==> src/rtl/sys_cont_pkg.sv <==
// Shared state encoding and stack-frame layout for the interrupt push sequencer.
// Defining INT_PUSH_ERRCODE_EN adds a fourth slot for the error code.
package sys_cont_pkg;

  typedef enum logic [3:0] {
    IDLE,
    PUSH_FL,
    WAIT_FL,
    PUSH_CS,
    WAIT_CS,
    PUSH_EIP,
    WAIT_EIP,
`ifdef INT_PUSH_ERRCODE_EN
    PUSH_EC,
    WAIT_EC,
`endif
    DONE
  } push_state_e;

  localparam logic [31:0] OFS_FL  = 32'd4;
  localparam logic [31:0] OFS_CS  = 32'd8;
  localparam logic [31:0] OFS_EIP = 32'd12;
  localparam logic [31:0] OFS_EC  = 32'd16;

  localparam logic [3:0] FULL_WORD_SIZE = 4'hF;

`ifdef INT_PUSH_ERRCODE_EN
  localparam push_state_e LAST_WAIT = WAIT_EC;
  localparam logic [31:0] OFS_FINAL = OFS_EC;
`else
  localparam push_state_e LAST_WAIT = WAIT_EIP;
  localparam logic [31:0] OFS_FINAL = OFS_EIP;
`endif

  // Slot 0..3 maps to EFLAGS, CS, EIP, error code.
  function automatic logic [31:0] slot_ofs(input logic [1:0] slot);
    logic [31:0] ofs;
    case (slot)
      2'd0:    ofs = OFS_FL;
      2'd1:    ofs = OFS_CS;
      2'd2:    ofs = OFS_EIP;
      default: ofs = OFS_EC;
    endcase
    return ofs;
  endfunction

endpackage

==> src/rtl/push_addr_gen.sv <==
// Stack address generation: slot address below the saved ESP and the
// final ESP written back once the frame is complete.
module push_addr_gen
  import sys_cont_pkg::*;
(
  input  logic [31:0] esp_i,
  input  logic [1:0]  slot_i,
  output logic [31:0] addr_o,
  output logic [31:0] final_esp_o
);

  // Plain 32-bit subtraction: the stack wraps silently.
  assign addr_o      = esp_i - slot_ofs(slot_i);
  assign final_esp_o = esp_i - OFS_FINAL;

endmodule

==> src/rtl/int_push_seq.sv <==
// Interrupt frame push sequencer: writes EFLAGS, CS, EIP (and the error code
// when INT_PUSH_ERRCODE_EN is defined) below ESP, then reloads ESP.
module int_push_seq
  import sys_cont_pkg::*;
(
  input  logic        clk,
  input  logic        reset,
  input  logic        push_valid,
  output logic        push_ready,
  input  logic [31:0] push_eflags,
  input  logic [15:0] push_cs,
  input  logic [31:0] push_eip,
  input  logic [31:0] push_esp,
`ifdef INT_PUSH_ERRCODE_EN
  input  logic [31:0] push_errcode,
`endif
  output logic        mem_valid,
  input  logic        mem_ready,
  output logic [31:0] mem_address,
  output logic        mem_wr_en,
  output logic [31:0] mem_wr_data,
  output logic [3:0]  mem_wr_size,
  input  logic        mem_dp_valid,
  output logic        mem_dp_ready,
  output logic        reg_load_esp,
  output logic [31:0] reg_esp,
  output logic        push_done
);

  push_state_e state_q;
  logic [31:0] eflags_q;
  logic [15:0] cs_q;
  logic [31:0] eip_q;
  logic [31:0] esp_q;
`ifdef INT_PUSH_ERRCODE_EN
  logic [31:0] ec_q;
`endif
  logic [1:0]  slot_q;
  logic        mem_valid_q;
  logic [3:0]  mem_wr_size_q;
  logic        mem_dp_ready_q;
  logic        reg_load_esp_q;
  logic [31:0] reg_esp_q;
  logic        push_done_q;
  logic        push_ready_q;

  logic [31:0] slot_addr;
  logic [31:0] final_esp;
  logic [31:0] slot_data;

  push_addr_gen u_addr (
    .esp_i       (esp_q),
    .slot_i      (slot_q),
    .addr_o      (slot_addr),
    .final_esp_o (final_esp)
  );

  always_comb begin
    slot_data = '0;
    case (slot_q)
      2'd0:    slot_data = eflags_q;
      2'd1:    slot_data = {16'h0, cs_q};
      2'd2:    slot_data = eip_q;
`ifdef INT_PUSH_ERRCODE_EN
      default: slot_data = ec_q;
`else
      default: slot_data = '0;
`endif
    endcase
  end

  always_ff @(posedge clk) begin
    if (reset) begin
      state_q        <= IDLE;
      eflags_q       <= '0;
      cs_q           <= '0;
      eip_q          <= '0;
      esp_q          <= '0;
`ifdef INT_PUSH_ERRCODE_EN
      ec_q           <= '0;
`endif
      slot_q         <= '0;
      mem_valid_q    <= 1'b0;
      mem_wr_size_q  <= '0;
      mem_dp_ready_q <= 1'b0;
      reg_load_esp_q <= 1'b0;
      reg_esp_q      <= '0;
      push_done_q    <= 1'b0;
      push_ready_q   <= 1'b1;
    end else begin
      push_done_q    <= 1'b0;
      reg_load_esp_q <= 1'b0;
      unique case (state_q)
        IDLE: begin
          if (push_valid) begin
            eflags_q      <= push_eflags;
            cs_q          <= push_cs;
            eip_q         <= push_eip;
            esp_q         <= push_esp;
`ifdef INT_PUSH_ERRCODE_EN
            ec_q          <= push_errcode;
`endif
            slot_q        <= 2'd0;
            mem_valid_q   <= 1'b1;
            mem_wr_size_q <= FULL_WORD_SIZE;
            push_ready_q  <= 1'b0;
            state_q       <= PUSH_FL;
          end
        end
        PUSH_FL,
        PUSH_CS,
`ifdef INT_PUSH_ERRCODE_EN
        PUSH_EC,
`endif
        PUSH_EIP: begin
          // A completion in the same cycle is left for the WAIT state.
          if (mem_ready) begin
            mem_valid_q    <= 1'b0;
            mem_wr_size_q  <= '0;
            mem_dp_ready_q <= 1'b1;
            state_q        <= push_state_e'(state_q + 4'd1);
          end
        end
        WAIT_FL,
        WAIT_CS,
`ifdef INT_PUSH_ERRCODE_EN
        WAIT_EC,
`endif
        WAIT_EIP: begin
          if (mem_dp_valid) begin
            mem_dp_ready_q <= 1'b0;
            if (state_q == LAST_WAIT) begin
              push_done_q    <= 1'b1;
              reg_load_esp_q <= 1'b1;
              reg_esp_q      <= final_esp;
              state_q        <= DONE;
            end else begin
              slot_q        <= slot_q + 2'd1;
              mem_valid_q   <= 1'b1;
              mem_wr_size_q <= FULL_WORD_SIZE;
              state_q       <= push_state_e'(state_q + 4'd1);
            end
          end
        end
        DONE: begin
          push_ready_q <= 1'b1;
          state_q      <= IDLE;
        end
        default: begin
          push_ready_q <= 1'b1;
          state_q      <= IDLE;
        end
      endcase
    end
  end

  assign push_ready   = push_ready_q;
  assign mem_valid    = mem_valid_q;
  assign mem_wr_en    = mem_valid_q;
  assign mem_wr_size  = mem_wr_size_q;
  assign mem_address  = mem_valid_q ? slot_addr : '0;
  assign mem_wr_data  = mem_valid_q ? slot_data : '0;
  assign mem_dp_ready = mem_dp_ready_q;
  assign reg_load_esp = reg_load_esp_q;
  assign reg_esp      = reg_esp_q;
  assign push_done    = push_done_q;

endmodule

==> config.mk <==
export PLATFORM = sky130hd
export DESIGN_NAME = int_push_seq
export DESIGN_NICKNAME = d
export VERILOG_FILES = /design/src/rtl/sys_cont_pkg.sv /design/src/rtl/push_addr_gen.sv /design/src/rtl/int_push_seq.sv
export SDC_FILE = /design/constraint.sdc
export NUM_CORES = 1
export LEC_CHECK = 0
export CORE_MARGIN = 2
export CORE_UTILIZATION = 43
export CTS_CLUSTER_SIZE = 40
export DETAILED_ROUTE_END_ITERATION = 7
export GPL_TIMING_DRIVEN = 0
export HOLD_SLACK_MARGIN = 0.06
export PLACE_DENSITY = 0.84
export REMOVE_ABC_BUFFERS = 1
export SYNTH_ARGS = -nofsm -noshare
export SYNTH_HDL_FRONTEND = slang
export SYNTH_HIERARCHICAL = 1
export SYNTH_SLANG_ARGS = --single-unit
==> constraint.sdc <==
create_clock -name clk -period 2.8 [get_ports clk]
set_clock_uncertainty 0.05 [all_clocks]
set_input_delay 0.42 -clock clk [delete_from_list [all_inputs] [get_ports clk]]
set_output_delay 0.42 -clock clk [all_outputs]
set_load 0.05 [all_outputs]
# ---- After elaboration in Yosys (flattened, before gate mapping)
# Index checks and enable logic that the tools add are counted.
# Widths: inputs -> output; s select.
dict set report op_classes {
  add_sub_neg 4
  n_eq_ne 12
  n_mux 29
  bitwise_logic 3
  n_reduce_logical 16
}
# op n
set op_table {}
lappend op_table {{$pmux 32 s3} 1}
lappend op_table {{$mux 32} 2}
lappend op_table {{$mux 4} 8}
lappend op_table {{$sub 32x4->32 const B} 1}
lappend op_table {{$sub 32x5->32} 1}
lappend op_table {{$pmux 4 s3} 2}
lappend op_table {{$pmux 5 s3} 1}
lappend op_table {{$eq 4x3->1 const B} 3}
lappend op_table {{$reduce_and 3->1} 3}
lappend op_table {{$reduce_or 3->1} 3}
lappend op_table {{$eq 4x2->1 const B} 2}
lappend op_table {{$mux 1} 8}
lappend op_table {{$ne 2x2->1 const B} 4}
lappend op_table {{$mux 2} 3}
lappend op_table {{$reduce_or 6->1} 1}
lappend op_table {{$reduce_and 5->1} 1}
lappend op_table {{$add 4x1->4 const B} 1}
lappend op_table {{$eq 4x1->1 const B} 1}
lappend op_table {{$logic_not 4->1} 1}
lappend op_table {{$pmux 1 s2} 2}
lappend op_table {{$pmux 2 s2} 1}
lappend op_table {{$reduce_and 2->1} 2}
lappend op_table {{$reduce_and 4->1} 1}
lappend op_table {{$reduce_bool 2->1} 2}
lappend op_table {{7 further kinds} 9}
dict set report totals {
  register_bits 158
  inputBits 117
  out_inout_bits 106
  elab_cells 76
}

# ---- Depth between registers and ports, before layout
# Gate-level depths: netlist of run 1.
dict set report logic_depth {
  ltp_word 4
  depth_mapped 9
  ltp_nobuf 9
}

# ---- Hierarchy
# Netlist of run 1, hierarchy kept.
# mod n_inst cells_per_inst area_each_um2 seq_area_each_um2
set by_module_without_submodules {}
lappend by_module_without_submodules {int_push_seq 1 825 6259.8 3083.0}
lappend by_module_without_submodules {push_addr_gen 1 180 1266.2 0.0}

# ---- Worst setup path after synthesis of run 1
# Ideal clock, no wire load.
dict set report synth_timing {
  kind {register to output}
  startpoint {register slot_q[0]}
  endpoint {output port mem_address[12]}
  arrival_ps 2489
  required_time_ps 2330
  slack_ps -159
  stages_incl_launch_ff 9
  path_cell_list {dfxtp_1 ha_1 inv_1 fa_1 a211oi_2 nand2_2 or3_1 xnor2_1 and2_1}
}
dict set report synth_via {
  elab_chain_cells 4
  word_cells_on_any_way 6
}
# item line_no
set synth_rtl {}
lappend synth_rtl {{from (decl)} int_push_seq.sv:38} ;# logic [1:0] slot_q;
lappend synth_rtl {{from (signal assigned)} int_push_seq.sv:138} ;# slot_q <= slot_q + 2'd1;
lappend synth_rtl {{$eq 2x2->1, or another cell as far along} sys_cont_pkg.sv:38} ;# case (slot)
lappend synth_rtl {{$pmux 5 s3 (*)} sys_cont_pkg.sv:38}
lappend synth_rtl {{$sub 32x5->32 (*)} push_addr_gen.sv:13} ;# assign addr_o = esp_i - slot_ofs(slot_i);
lappend synth_rtl {{net slot_addr[12]} int_push_seq.sv:47} ;# logic [31:0] slot_addr;
lappend synth_rtl {{$mux 32 (*)} int_push_seq.sv:161} ;# assign mem_address = mem_valid_q ? slot_addr : '0;
lappend synth_rtl {{to (decl)} int_push_seq.sv:19} ;# output logic [31:0] mem_address,
# Mark *: on every way through the listed nets, which the timed path passes. The rest lies on a longest branch.

# ---- Final worst setup path of run 1
dict set report layout_timing {
  startpoint {register slot_q[0]}
  endpoint {output port mem_address[22]}
}
# Same word-level chain as after synthesis.

==> results of run 1 <==
## state kept, by name, indices dropped and copies added, names as in the netlist
signal	cells
slot_q	2
state_q	4
eflags_q	32
push_done	1
mem_dp_ready	1
reg_esp	32
mem_wr_size	1
esp_q	32
push_ready	1
cs_q	16
eip_q	32
## placed cells by master (no fill, tap or decap), types with 5 or more instances in the layout
cell type	count
dfxtp_1	149
xor2_1	39
a222oi_1	16
xnor2_1	12
a21oi_1	154
buf_6	32
nor3_1	7
nor2_1	61
ha_1	6
clkdlybuf4s50_1	160
nor3_4	11
clkdlybuf4s15_2	33
a22oi_1	16
ha_4	6
inv_6	7
buf_8	6
clkbuf_16	17
inv_1	6
buf_16	5
nor4_1	6
nand2_1	308
and2_1	29
buf_4	27
## cell families (layout without fill, tap and decap cells)
logic type / Yosys count / in the layout / share of synthesized area
AND/OR/NAND/NOR: 481 / 481 / 0.284
AO/OA/AOI/OAI: 206 / 206 / 0.162
flip-flops: 154 / 154 / 0.410
buffers and inverters: 94 / 309 / 0.0547
XOR/XNOR: 56 / 56 / 0.0652
adder cells (fa/ha/maj): 14 / 14 / 0.0243
## metal layers
metal | vias to the layer above | share of wire | GRT usage
met3 | 64 | 0.11 | 0.0872
met4 | 0 | 0.032 | 0.0943
met1 | 3643 | 0.38 | 0.280
li1 | 3744 | - | -
met5 | - | 0 | 0
met2 | 419 | 0.48 | 0.428
## how the worst min path moves through the flow
stage / to / slack (ps)
after floorplan: eip_q[0] / 380
after global placement: eip_q[23] / 390
after detailed placement: reg_esp[10] / 400
after CTS: eflags_q[31] / 340
after global routing: eip_q[27] / 360
final: eip_q[31] / 350
## critical path: cells and delay by family, from the launching register on
family | cells | cell delay (ps)
AOI/OAI and AO/OA | 1 | 250
and+or+nand+nor | 3 | 410
adders and majority gates | 2 | 650
xor gates and xnor gates | 1 | 200
DFF | 1 | 360
buffers and inverters | 4 | 540
## cell type report
class / count / area share
flip-flops and latches: 154 / 0.276
clock inverters: 14 / 0.0133
multi-input cells: 757 / 0.392
well taps: 225 / 0.0251
inverters: 11 / 0.00390
clock buffers: 18 / 0.0391
repair buffers: 266 / 0.250
## timing repair
item	4_1_cts	5_1_grt
resized for setup	356	31
endpoints found under the setup margin	70	46
cloned	0	0
pin swaps	21	14
buffers inserted	25	15
## power by group
group | internal, mW | total (mW) | switching (mW)
Sequential | 2.46 | 2.81 | 0.349
Combinational | 1.70 | 4.31 | 2.61
Clock | 1.29 | 2.33 | 1.04
Total | 5.44 | 9.44 | 3.99
## per-stage QoR
stage / instances / setup WS (ps) / hold slack [ps]
2_1_floorplan: 922 / -2430 / 380
3_3_place_gp: 1369 / -4480 / 391
3_5_place_dp: 1375 / -1240 / 396
4_1_cts: 1432 / -450 / 341
5_1_grt: 1445 / -592 / 363
6_report: 1445 / -511 / 355
==> impl_metrics.env, run 1 <==
export IMPL_status="finished with violations"
export IMPL_violations="setup timing"
export IMPL_synthCells=1005
export IMPL_multi_input_area_mm2=0.00441
export IMPL_area_growth_synth_to_final_pct=49.2
export IMPL_nets=1338
export IMPL_crit_path_end="mem_address[22]"
export IMPL_clock_latency_ps=430
export IMPL_async_flop_share=0
export IMPL_coreArea_mm2=0.0172
export IMPL_first_iter_violations=570
export IMPL_cts_tree="done"
export IMPL_dp_final_hpwl_um=15100
export IMPL_num_fill_cells=1399
export IMPL_syn_area_per_cell_um2=7.49
export IMPL_initial_core_util=0.438
export IMPL_powerDensity_mw_per_mm2=841
export IMPL_grt_use_total=0.248
export IMPL_avgRoutedWirePerCell_um=16.7
export IMPL_antenna_found_initial=0
export IMPL_ys_flop_type="dfxtp_1"
export IMPL_placementRows=48
export IMPL_cts_sinks=154
export IMPL_endpoint_kind="primary output"
export IMPL_p_total_mw=9.44
export IMPL_htree_levels=4
export IMPL_via_per_inst=5.45
export IMPL_min_path_type="input pin to flop"
export IMPL_synth_largest_area_cell="dfxtp_1"
export IMPL_ys_top_cells_by_count="nand2_1, a21oi_1, dfxtp_1"
export IMPL_peakVddDrop_v=0.000619
export IMPL_yosysSeqAreaShare=0.410
export IMPL_clock_path_buffers=2
export IMPL_synth_edf_count=0
export IMPL_startpoint="slot_q[0]"
export IMPL_cts_buffers=17
export IMPL_clk_pin_slew_ps=70
export IMPL_dpl_cell_area_mm2=0.00983
export IMPL_reg2reg_slack_ps=10
export IMPL_fmax_mhz=302
export IMPL_synth_most_common_cell="nand2_1"
export IMPL_post_route_util=0.654
export IMPL_post_route_cell_area_mm2=0.0112
export IMPL_cap_violations=0
export IMPL_synthTopCellsByArea="dfxtp_1, nand2_1, a21oi_1"
export IMPL_cts_root_buf="clkbuf_16"
export IMPL_r2r_start="state_q[0]"
export IMPL_fp_dieW_um=136
export IMPL_grt_pass1_wl_um=36300
export IMPL_grt_overflow=0
export IMPL_finalCriticalPeriod_ps=3310
export IMPL_first_pass_iters=8
export IMPL_max_stage_delay_ps=380
export IMPL_final_setup_viol_count=26
export IMPL_io_buffers=222
export IMPL_synth_warnings=6
export IMPL_seq_area_mm2=0.00310
export IMPL_dieHeight_um=136
export IMPL_fin_tns_setup_ps=-8490
export IMPL_layout_drive_gt1_share=0.171
export IMPL_grt_pass1_vias=7263
export IMPL_gp_congestion=0.912
export IMPL_vias=7870
export IMPL_cp_required_ps=2330
export IMPL_synth_area_mm2=0.00753
export IMPL_critPathMostFrequentCell="buf_6"
export IMPL_worst_slew_pin_slew_ps=1340
export IMPL_min_from="reset"
export IMPL_holdPathStages=2
export IMPL_critPathKind="flop to primary output"
export IMPL_maxSlewHeadroom=0.105
export IMPL_pin_count=223
export IMPL_dieArea_mm2=0.0186
export IMPL_grt_max_degree=96
export IMPL_yosys_area_top_type_share=0.410
export IMPL_p_leak_nw=4.30
export IMPL_postCtsHoldBufs=0
export IMPL_critPathSlowestCell="fa_2"
export IMPL_synth_cell_types=48
export IMPL_drc=0
export IMPL_reg2reg_depth=6
export IMPL_hold_viol=0
export IMPL_arrival_ps=2840
export IMPL_slew_violations=0
export IMPL_fin_crit_sh=1.18
export IMPL_finalWirelength_um=24200
export IMPL_worstPathCellList="ha_4 > inv_4 > fa_2 > a211oi_4 > buf_6 > nand2_8 > buf_6 > nor3_4 > xor2_1 > and2_1 > buf_6"
export IMPL_setup_ws_ps=-511
export IMPL_cp_max_fo=6
export IMPL_rsz0062_at_grt="yes"
export IMPL_ys_ff_latch=154
export IMPL_start_kind="flop"
export IMPL_antenna_cells=0
export IMPL_ant_nets=0
export IMPL_r2r_end="reg_esp[17]"
(Power assumes the default switching activity.)
==> run 2, diff against run 1 <==
--- a/config.mk
+++ b/config.mk
@@ -13,6 +13,7 @@
 export HOLD_SLACK_MARGIN = 0.06
 export PLACE_DENSITY = 0.84
 export REMOVE_ABC_BUFFERS = 1
+export SETUP_SLACK_MARGIN = 0.3
 export SYNTH_ARGS = -nofsm -noshare
 export SYNTH_HDL_FRONTEND = slang
 export SYNTH_HIERARCHICAL = 1
==> impl_metrics.env, run 2 (same netlist as run 1, synthesis figures left out) <==
export IMPL_avgRoutedWirePerCell_um=16.7
export IMPL_fp_dieW_um=136
export IMPL_dp_final_hpwl_um=15100
export IMPL_slew_violations=0
export IMPL_antenna_cells=0
export IMPL_gp_congestion=0.912
export IMPL_htree_levels=4
export IMPL_stdcell_count=1450
export IMPL_status="finished with violations"
export IMPL_dpl_cell_count=1375
export IMPL_p_leak_nw=4.39
export IMPL_drc=0
export IMPL_ant_nets=0
export IMPL_grt_max_degree=96
export IMPL_violations="setup timing"
export IMPL_pin_count=223
export IMPL_final_common_cell="nand2_1"
export IMPL_power_frac_seq=0.297
export IMPL_dieArea_mm2=0.0186
export IMPL_powerDensity_mw_per_mm2=846
export IMPL_min_path_type="input pin to flop"
export IMPL_setup_ws_ps=-477
export IMPL_grt_pass1_wl_um=36500
export IMPL_post_route_util=0.650
export IMPL_hold_viol=0
export IMPL_antenna_found_initial=0
export IMPL_area_growth_synth_to_final_pct=48.4
export IMPL_via_per_inst=5.40
export IMPL_p_int_mw=5.45
export IMPL_start_kind="flop"
export IMPL_first_iter_violations=504
export IMPL_num_fill_cells=1434
export IMPL_clkPwrFrac=0.246
export IMPL_clock_latency_ps=420
export IMPL_placementRows=48
export IMPL_vias=7826
export IMPL_endpoint_kind="primary output"
export IMPL_initial_core_util=0.438
export IMPL_combPwrFrac=0.458
export IMPL_grt_use_total=0.249
export IMPL_fin_crit_sh=1.17
export IMPL_cts_buffers=17
export IMPL_arrival_ps=2810
export IMPL_final_setup_viol_count=26
export IMPL_max_stage_delay_ps=380
export IMPL_nets=1343
export IMPL_cap_violations=0
export IMPL_finalCriticalPeriod_ps=3280
export IMPL_grt_overflow=0
export IMPL_postCtsHoldBufs=0
export IMPL_critPathSlowestCell="fa_2"
export IMPL_peakVddDrop_v=0.000523
export IMPL_first_pass_iters=8
export IMPL_fmax_mhz=305
export IMPL_rsz0062_at_grt="yes"
export IMPL_critPathKind="flop to primary output"
export IMPL_p_switching_mw=4.00
export IMPL_crit_family="buffers and inverters"
export IMPL_critPathMostFrequentCell="buf_6"
export IMPL_switching_share=0.424
export IMPL_cts_sinks=154
export IMPL_layout_common_cells="nand2_1, clkdlybuf4s50_1, a21oi_1, dfxtp_1, nor2_1"
export IMPL_clock_path_buffers=2
export IMPL_maxSlewHeadroom=0.432
export IMPL_finalWirelength_um=24200
export IMPL_dieHeight_um=136
export IMPL_clk_pin_slew_ps=70
export IMPL_cts_tree="done"
export IMPL_cts_root_buf="clkbuf_16"
export IMPL_cp_max_fo=4
export IMPL_path_buf_inv=6
export IMPL_io_buffers=222
export IMPL_worst_slew_pin_slew_ps=848
export IMPL_holdWs_ps=349
export IMPL_coreArea_mm2=0.0172
export IMPL_layout_drive_gt1_share=0.180
export IMPL_worstPathCellList="ha_4 > inv_4 > fa_2 > a211oi_4 > buf_6 > buf_4 > buf_6 > buf_4 > nand3_2 > xnor2_2 > and2_1 > buf_6"
export IMPL_cp_required_ps=2330
export IMPL_grt_pass1_vias=7289
[run 2: cell count changes in the layout (fill, tap and decap cells not counted), sizes merged]
cell | before | now
clkdlybuf4s50 | 160 | 157
nor3 | 21 | 22
buf | 73 | 106
clkdlybuf4s15 | 33 | 0
clkbuf | 18 | 22
dlygate4sd2 | 0 | 3
[run 2: worst register-to-register path: stages, from the launching register on]
cell	delay [ps]
dfxtp_1	370
inv_1	110
ha_1	210
nor2b_1	360
nand3_2	630
nand2_1	370
a21oi_1	120
[run 2: routing by layer]
layer,part of all wire,track usage
met1,0.39,0.283
met4,0.034,0.0990
met2,0.48,0.434
met5,0,0
met3,0.10,0.0794
[run 2: cell type report]
cell class | count | area (µm²) | share of cell area
well taps | 225 | 282 | 0.0252
repair buffers | 270 | 2730 | 0.244
inverters | 11 | 46.3 | 0.00414
clock buffers | 18 | 439 | 0.0393
multi-input cells | 758 | 4430 | 0.396
clock inverters | 14 | 149 | 0.0133
flip-flops and latches | 154 | 3100 | 0.277
[run 2: metrics by stage]
step           power, mW  worst slack [ps]  instance area [µm²]  TNS (ps)
3_5_place_dp        6.38             -1240                 9830    -50330
5_1_grt             9.88              -552                11200    -11150
6_report            9.45              -477                11200     -8620
4_1_cts             9.20              -450                10900     -6430
2_1_floorplan       5.13             -2430                 7160   -269650
3_3_place_gp        6.25             -4480                 9660   -595800
[run 2: worst paths after layout]
kind                 from              end  slack (ps)  cells past startpoint
max reg2reg    state_q[0]      reg_esp[17]         430                      6
min reg2reg  eflags_q[21]     eflags_q[21]         400                      2
max             slot_q[0]  mem_address[16]        -480                     12
min                 reset        eip_q[31]         350                      2
[run 2: power groups by stage]
stage                     Sequential, mW  Clock [mW]  Combinational [mW]
final                               2.80        2.32                4.33
after global routing                2.85        2.45                4.58
after CTS                           2.80        2.35                4.05
after detailed placement            2.84           0                3.55
after global placement              2.82           0                3.43
after floorplan                     2.90           0                2.22
[run 2: repair_timing]
item	CTS	global route
pin swaps	26	22
gates cloned	0	1
endpoints found under the setup margin	102	99
buffers inserted	35	7
gates resized for setup	447	58
